===== src/rtl/vga_vram_arbiter_if.sv =====
// vga_vram_arbiter_if
//   Pixel-writer handshake into the VRAM arbiter.
//   master : the writer (drives wr_req/wr_addr/wr_data, sees ack/err/busy)
//   slave  : the arbiter
//   wr_req  - request; held with addr/data stable until wr_ack
//   wr_addr - framebuffer word address
//   wr_data - pixel value
//   wr_ack  - one-clk completion pulse (written or rejected)
//   wr_err  - with wr_ack when the address is outside the framebuffer
//   wr_busy - a request is latched and not yet acked
interface vga_vram_arbiter_if #(
   parameter int ADDR_WIDTH = 15,
   parameter int DATA_WIDTH = 3
);
   logic                  wr_req;
   logic [ADDR_WIDTH-1:0] wr_addr;
   logic [DATA_WIDTH-1:0] wr_data;
   logic                  wr_ack;
   logic                  wr_err;
   logic                  wr_busy;

   modport master (output wr_req, wr_addr, wr_data,
                   input  wr_ack, wr_err, wr_busy);
   modport slave  (input  wr_req, wr_addr, wr_data,
                   output wr_ack, wr_err, wr_busy);
endinterface


===== src/rtl/vga_vram_arbiter.sv =====
// vga_vram_arbiter
//   Shares one single-port video RAM between VGA scan-out and a pixel writer.
//   Scan-out owns every cycle with enable && display_on (read slot); the
//   writer gets the remaining cycles. Read pixels appear on pix_rgb 2 clk
//   after the address is issued.
// Ports
//   clk, reset_n          pixel clock, async active-low reset
//   enable, hpos, vpos,   timing generator tick / position / visible flag
//   display_on
//   wr (slave modport)    writer handshake (req/addr/data, ack/err/busy)
//   ram_addr/we/wdata     RAM command, combinational from the slot owner
//   ram_rdata             RAM read data, 1-clk latency
//   pix_rgb, pix_valid    fetched pixel to the DAC
//   frame_start           pulse on enable at hpos==0 && vpos==0
// Configuration
//   VRAM_VBLANK_ONLY_EN   when defined, the writer only leaves W_PEND during
//                         vertical blank (tear-free updates).
module vga_vram_arbiter #(
   parameter int HPOS_WIDTH = 10,
   parameter int VPOS_WIDTH = 10,
   parameter int H_DISPLAY  = 640,
   parameter int V_DISPLAY  = 480,
   parameter int SCALE_LOG2 = 2,
   parameter int ADDR_WIDTH = 15,
   parameter int DATA_WIDTH = 3
) (
   input  logic                  clk,
   input  logic                  reset_n,
   input  logic                  enable,
   input  logic [HPOS_WIDTH-1:0] hpos,
   input  logic [VPOS_WIDTH-1:0] vpos,
   input  logic                  display_on,
   vga_vram_arbiter_if.slave     wr,
   output logic [ADDR_WIDTH-1:0] ram_addr,
   output logic                  ram_we,
   output logic [DATA_WIDTH-1:0] ram_wdata,
   input  logic [DATA_WIDTH-1:0] ram_rdata,
   output logic [DATA_WIDTH-1:0] pix_rgb,
   output logic                  pix_valid,
   output logic                  frame_start
);
   localparam int FB_W     = H_DISPLAY >> SCALE_LOG2;
   localparam int FB_WORDS = FB_W * (V_DISPLAY >> SCALE_LOG2);

   localparam logic [ADDR_WIDTH-1:0] FB_W_A     = ADDR_WIDTH'(FB_W);
   localparam logic [ADDR_WIDTH-1:0] FB_WORDS_A = ADDR_WIDTH'(FB_WORDS);
   localparam logic [HPOS_WIDTH-1:0] H_LAST     = HPOS_WIDTH'(H_DISPLAY - 1);
   localparam logic [VPOS_WIDTH-1:0] V_LAST     = VPOS_WIDTH'(V_DISPLAY - 1);
   localparam logic [VPOS_WIDTH-1:0] V_VIS      = VPOS_WIDTH'(V_DISPLAY);

   typedef enum logic [1:0] {W_IDLE, W_PEND, W_WR, W_ACK} wstate_e;

   wstate_e               state_q, state_d;
   logic [ADDR_WIDTH-1:0] row_base_q, row_base_d;
   logic [ADDR_WIDTH-1:0] wr_addr_q, wr_addr_d;
   logic [DATA_WIDTH-1:0] wr_data_q, wr_data_d;
   logic [2:1]            vld_pipe_q, vld_pipe_d;  // [1]=issued last clk, [2]=pixel out
   logic [DATA_WIDTH-1:0] pix_rgb_q, pix_rgb_d;

   logic                  read_slot;
   logic                  wr_free;
   logic                  in_range;
   logic [ADDR_WIDTH-1:0] rd_addr;

   assign read_slot = enable & display_on;
   assign rd_addr   = row_base_q + ADDR_WIDTH'(hpos >> SCALE_LOG2);
   assign in_range  = (wr_addr_q < FB_WORDS_A);

`ifdef VRAM_VBLANK_ONLY_EN
   // Hblank slots are deliberately left unused so a frame never shows a
   // half-updated picture.
   assign wr_free = ~read_slot & (vpos >= V_VIS);
`else
   assign wr_free = ~read_slot;
`endif

   // ---------------- state registers ----------------
   always_ff @(posedge clk or negedge reset_n) begin
      if (!reset_n) begin
         state_q    <= W_IDLE;
         row_base_q <= '0;
         wr_addr_q  <= '0;
         wr_data_q  <= '0;
         vld_pipe_q <= '0;
         pix_rgb_q  <= '0;
      end else begin
         state_q    <= state_d;
         row_base_q <= row_base_d;
         wr_addr_q  <= wr_addr_d;
         wr_data_q  <= wr_data_d;
         vld_pipe_q <= vld_pipe_d;
         pix_rgb_q  <= pix_rgb_d;
      end
   end

   // ---------------- scan-out datapath ----------------
   always_comb begin
      // Row base advances once per 2^SCALE_LOG2 visible lines, at the last
      // visible pixel, and wraps at the end of the visible frame.
      row_base_d = row_base_q;
      if (enable && hpos == H_LAST && vpos < V_VIS) begin
         if (vpos == V_LAST)
            row_base_d = '0;
         else if (&vpos[SCALE_LOG2-1:0])
            row_base_d = row_base_q + FB_W_A;
      end
      vld_pipe_d = {vld_pipe_q[1], read_slot};
      pix_rgb_d  = vld_pipe_q[1] ? ram_rdata : '0;
   end

   assign pix_rgb     = pix_rgb_q;
   assign pix_valid   = vld_pipe_q[2];
   assign frame_start = enable && (hpos == '0) && (vpos == '0);

   // ---------------- write FSM: next state ----------------
   always_comb begin
      state_d   = state_q;
      wr_addr_d = wr_addr_q;
      wr_data_d = wr_data_q;
      unique case (state_q)
         W_IDLE: if (wr.wr_req) begin
            wr_addr_d = wr.wr_addr;
            wr_data_d = wr.wr_data;
            state_d   = W_PEND;
         end
         W_PEND: if (wr_free) state_d = W_WR;
         // Scan-out may reclaim the slot (enable rising); retry next free clk.
         W_WR:   if (!read_slot) state_d = W_ACK;
         W_ACK:  state_d = W_IDLE;
         default: state_d = W_IDLE;
      endcase
   end

   // ---------------- RAM mux and handshake outputs ----------------
   always_comb begin
      ram_addr   = '0;
      ram_we     = 1'b0;
      ram_wdata  = '0;
      wr.wr_busy = (state_q == W_PEND) || (state_q == W_WR);
      wr.wr_ack  = (state_q == W_ACK);
      wr.wr_err  = (state_q == W_ACK) && !in_range;
      if (read_slot) begin
         ram_addr = rd_addr;
      end else if (state_q == W_WR) begin
         ram_addr  = wr_addr_q;
         ram_we    = in_range;   // out-of-range requests complete without touching RAM
         ram_wdata = wr_data_q;
      end
   end
endmodule


===== src/flat_wrapper.sv =====
// flat-port wrapper written by rule: the top's interface ports become plain ports
module vga_vram_arbiter_flat 
#(
   parameter int HPOS_WIDTH = 10,
   parameter int VPOS_WIDTH = 10,
   parameter int H_DISPLAY  = 640,
   parameter int V_DISPLAY  = 480,
   parameter int SCALE_LOG2 = 2,
   parameter int ADDR_WIDTH = 15,
   parameter int DATA_WIDTH = 3
)
  (clk, reset_n, enable, hpos, vpos, display_on, ram_addr, ram_we, ram_wdata, ram_rdata, pix_rgb, pix_valid, frame_start, wr_wr_req, wr_wr_addr, wr_wr_data, wr_wr_ack, wr_wr_err, wr_wr_busy);
  vga_vram_arbiter_if #(.ADDR_WIDTH(ADDR_WIDTH), .DATA_WIDTH(DATA_WIDTH)) wr_i ();
  input  logic clk;
  input  logic reset_n;
  input  logic enable;
  input  logic [HPOS_WIDTH-1:0] hpos;
  input  logic [VPOS_WIDTH-1:0] vpos;
  input  logic display_on;
  output logic [ADDR_WIDTH-1:0] ram_addr;
  output logic ram_we;
  output logic [DATA_WIDTH-1:0] ram_wdata;
  input  logic [DATA_WIDTH-1:0] ram_rdata;
  output logic [DATA_WIDTH-1:0] pix_rgb;
  output logic pix_valid;
  output logic frame_start;
  input wire logic [$bits(wr_i.wr_req)-1:0] wr_wr_req;
  input wire logic [$bits(wr_i.wr_addr)-1:0] wr_wr_addr;
  input wire logic [$bits(wr_i.wr_data)-1:0] wr_wr_data;
  output wire logic [$bits(wr_i.wr_ack)-1:0] wr_wr_ack;
  output wire logic [$bits(wr_i.wr_err)-1:0] wr_wr_err;
  output wire logic [$bits(wr_i.wr_busy)-1:0] wr_wr_busy;
  assign wr_i.wr_req = wr_wr_req;
  assign wr_i.wr_addr = wr_wr_addr;
  assign wr_i.wr_data = wr_wr_data;
  assign wr_wr_ack = wr_i.wr_ack;
  assign wr_wr_err = wr_i.wr_err;
  assign wr_wr_busy = wr_i.wr_busy;
  vga_vram_arbiter #(.HPOS_WIDTH(HPOS_WIDTH), .VPOS_WIDTH(VPOS_WIDTH), .H_DISPLAY(H_DISPLAY), .V_DISPLAY(V_DISPLAY), .SCALE_LOG2(SCALE_LOG2), .ADDR_WIDTH(ADDR_WIDTH), .DATA_WIDTH(DATA_WIDTH)) u_core (.clk(clk), .reset_n(reset_n), .enable(enable), .hpos(hpos), .vpos(vpos), .display_on(display_on), .wr(wr_i), .ram_addr(ram_addr), .ram_we(ram_we), .ram_wdata(ram_wdata), .ram_rdata(ram_rdata), .pix_rgb(pix_rgb), .pix_valid(pix_valid), .frame_start(frame_start));
endmodule

===== config.mk =====
export PLATFORM = sky130hd
export DESIGN_NAME = vga_vram_arbiter_flat
export DESIGN_NICKNAME = d
export VERILOG_FILES = /design/src/rtl/vga_vram_arbiter_if.sv /design/src/rtl/vga_vram_arbiter.sv /design/src/flat_wrapper.sv
export SDC_FILE = /design/constraint.sdc
export NUM_CORES = 1
export LEC_CHECK = 0
export CAP_MARGIN = 5
export CORE_MARGIN = 1.5
export CORE_UTILIZATION = 40
export CTS_CLUSTER_DIAMETER = 60
export CTS_CLUSTER_SIZE = 16
export DETAILED_ROUTE_END_ITERATION = 8
export MAX_ROUTING_LAYER = met4
export PLACE_DENSITY_LB_ADDON = 0.08
export SETUP_SLACK_MARGIN = 0.02
export SLEW_MARGIN = 20
export SYNTH_ARGS = -nofsm -noshare
export SYNTH_HDL_FRONTEND = slang
export SYNTH_SLANG_ARGS = --single-unit

===== constraint.sdc =====
create_clock -name clk -period 2.7 [get_ports clk]
set_clock_uncertainty 0.05 [all_clocks]
set_input_delay 0.54 -clock clk [delete_from_list [all_inputs] [get_ports clk]]
set_output_delay 0.54 -clock clk [all_outputs]
set_load 0.005 [all_outputs]

==> results.sh <==
export IMPL_syn_cell_area_um2=2150
export IMPL_criticalPathCategory="in -> out"
export IMPL_finalInstanceArea_um2=3240
export IMPL_drv_cap=0
export IMPL_cts_made_buffers=5
export IMPL_max_stage_delay_ns=0.26
export IMPL_clock_path_buffers=2
export IMPL_via_per_inst=5.07
export IMPL_rsz0062_at_grt="yes"
export IMPL_clock_fmax_mhz=380
export IMPL_htree_levels=2
export IMPL_die_w_um=76.3
export IMPL_place_area_um2=3130
export IMPL_p_per_area_nw_per_um2=606
export IMPL_yosysUniqueCellTypes=38
export IMPL_reg2reg_from="u_core.state_q[0]$_DFFE_PN0P_"
export IMPL_synth_cells=228
export IMPL_finalWirelength_mm=5.39
export IMPL_hold_viol_final=0
export IMPL_drcViolationCount=0
export IMPL_grt_pass1_vias=2102
export IMPL_hold_depth=0
export IMPL_crit_path_top_delay_cell="dlygate4sd2_1"
export IMPL_post_route_period_util=0.974
export IMPL_hp_class="reg -> reg"
export IMPL_fin_cells=397
export IMPL_drv_slew=0
export IMPL_period_needed_ns=2.63
export IMPL_dp_cells=388
export IMPL_cp_start_kind="input port"
export IMPL_gr_usage_all_layers=0.207
export IMPL_whs_ns=0.403
export IMPL_antenna_cells=0
export IMPL_initial_core_util=0.418
export IMPL_cts_sinks=35
export IMPL_core_um2=5140
export IMPL_worst_ep_required_time_ns=2.11
export IMPL_ctsHoldBuffers=0
export IMPL_synthTopCellsByArea="dfrtp_1, mux2_2, ha_1"
export IMPL_wl_per_cell_um=13.6
export IMPL_antenna_found_initial=0
export IMPL_cts_tree="yes"
export IMPL_r2r_setup_slack_ns=0.99
export IMPL_synthesis_nets=284
export IMPL_drt_initial_drc_count=86
export IMPL_status="finished, final reports clean"
export IMPL_hold_path_end="u_core.vld_pipe_q[2]$_DFF_PN0_"
export IMPL_nNetsFinal=382
export IMPL_ys_warn_count=0
export IMPL_place_gp_congestion=0.823
export IMPL_synth_top_cell_area_share=0.407
export IMPL_syn_to_final_growth_pct=50.7
export IMPL_dp_hpwl_mm=4.22
export IMPL_drtAntennaViolNets=0
export IMPL_tns_ns=0
export IMPL_post_route_util=0.631
export IMPL_clkLatencyLatePin_ns=0.28
export IMPL_yosys_area_top_type="dfrtp_1"
export IMPL_clk_pin_slew_ns=0.07
export IMPL_grt_first_pass_wirelength_mm=9.48
export IMPL_power_leakage_nw=1.38
export IMPL_first_pass_iters=4
export IMPL_die_h_um=76.3
export IMPL_drive_gt1_frac=0.248
export IMPL_critical_path_arrival_ns=2.04
export IMPL_dr_total_vias=2012
export IMPL_hold_start="u_core.vld_pipe_q[1]$_DFF_PN0_"
export IMPL_ys_seq_elements=35
export IMPL_grt_max_degree=36
export IMPL_ff2ff_path_depth=5
export IMPL_ir_drop_uv=409
export IMPL_cp_cell_sequence="dlygate4sd2_1 > ha_2 > a21o_1 > a211oi_2 > buf_4 > nor4_4 > xnor2_1 > o21ai_1 > buf_2"
export IMPL_io_buffer_count=72
export IMPL_postSynthAreaPerCell_um2=9.43
export IMPL_end_kind="output pin"
export IMPL_ys_seq_area_frac=0.407
export IMPL_grt_overflow=0
export IMPL_cts_root_buffer_cell="clkbuf_8"
export IMPL_ioPinCount=73
export IMPL_dieArea_um2=5830
export IMPL_rows=26
export IMPL_setup_viol=0
export IMPL_crit_path_max_fanout=3
export IMPL_r2r_end="u_core.wr_addr_q[10]$_DFFE_PN0P_"
export IMPL_fillers=480
-- cells in the final DEF (no fill, tap or decap), types with 4 or more instances in the layout --
cell type and instances:
dlygate4sd2_1 4, nand2_1 16, ha_1 8, nor2_1 10, a31oi_1 4, buf_4 27
clkdlybuf4s50_1 57, buf_2 7, o21ai_1 17, dfrtp_1 35, nand3_1 21, o31ai_1 7
mux2_2 19, o21ai_0 8, a21oi_1 5, and3_1 6, inv_1 7, nand4_1 4
and2_1 5, xnor2_1 9, clkbuf_8 5
-- what timing repair did --
| action | in CTS | in global routing |
|---|---|---|
| buffers inserted | 1 | 0 |
| endpoints found under the setup margin | 10 | 14 |
| resized for setup | 53 | 8 |
| pin swaps | 9 | 4 |
-- worst max-delay path, delay by kind of cell --
kind                       cells  cell delay [ns]
AOI/OAI and AO/OA              3             0.58
xor gates and xnor gates       1             0.12
and+or+nand+nor                1             0.05
adders and majority gates      1             0.18
buffers and inverters          3             0.59
-- metrics by stage --
step	setup WS (ns)	power, W
finish	0.0709	0.00196
global route	-0.0497	0.00212
CTS	0.00979	0.00199
detailed placement	-0.660	0.00164
global placement	-0.616	0.00161
floorplan	0.375	0.00119
-- synthesized netlist by cell type --
cell and instances:
nand2_1 16, a21oi_1 7, clkbuf_1 7, a31oi_1 4, inv_1 8, a21o_1 2
or4_1 1, nand2_2 1, o31ai_1 7, dfrtp_1 35, or4b_4 1, o21ai_1 7
and3_1 6, o21ai_0 18, nand4_1 4, nand2b_1 2, and2_1 5, o21ai_2 1
clkbuf_2 1, nand3_1 21, nor4_4 1, nor4_1 4, a211oi_1 1, mux2_2 19
xor2_1 2, nand4b_1 3, o21bai_1 1, buf_6 1, or2_2 3, xnor2_1 9
nand3b_1 1, ha_1 10, conb_1 1, nor3_1 3, nor2b_1 3, nor4_2 1
buf_2 1, nor2_1 10
-- logic make-up after synthesis --
group | after synthesis | synth area share
mux | 19 | 0.0995
flops | 35 | 0.407
other cells | 1 | 0.00174
xor+xnor | 11 | 0.0448
fa+ha+maj | 10 | 0.0582
buf+inv | 18 | 0.0361
simple gates | 86 | 0.224
compound gates | 48 | 0.129
-- state kept, by name (all words and copies together), names as in the netlist --
name / cells
u_core.wr_addr_q: 15
u_core.row_base_q: 10
u_core.pix_rgb: 3
u_core.wr_data_q: 3
u_core.state_q: 2
u_core.vld_pipe_q: 2
-- routing by layer --
metal  vias up  track usage  wire length [µm]
li1       1018            -                 -
met5         -            -                 0
met1       925        0.259              2510
met3         7       0.0467               276
met4         0       0.0611                89
met2        62        0.335              2520
-- cell type report --
class,instances,area (µm²),share of cell area
inverter,8,33.8,0.0104
clock inverter,2,12.5,0.00386
clock buffer,6,72.6,0.0224
timing repair buffer,101,915,0.282
tap,70,87.6,0.0270
multi-input combinational,175,1240,0.384
sequential,35,876,0.270
-- power breakdown --
part | leakage, nW | switching, W | internal, W
Combinational | 0.899 | 0.000322 | 0.000489
Sequential | 0.442 | 0.000100 | 0.000684
Clock | 0.0412 | 0.000189 | 0.000180
Total | 1.38 | 0.000611 | 0.00135
-- worst max path at each step --
stage                                      from           end  slack (ns)  cells after the start
2_1_floorplan                           hpos[8]  ram_addr[14]        0.38                      6
4_1_cts                                 hpos[8]  ram_addr[13]        0.01                      8
6_report                                hpos[7]  ram_addr[14]        0.07                      9
5_1_grt        u_core.row_base_q[6]$_DFFE_PN0P_  ram_addr[14]       -0.05                      8
3_3_place_gp                            hpos[8]  ram_addr[14]       -0.62                      9
3_5_place_dp                            hpos[8]  ram_addr[14]       -0.66                      9
Power figures use the tool's default switching activity.
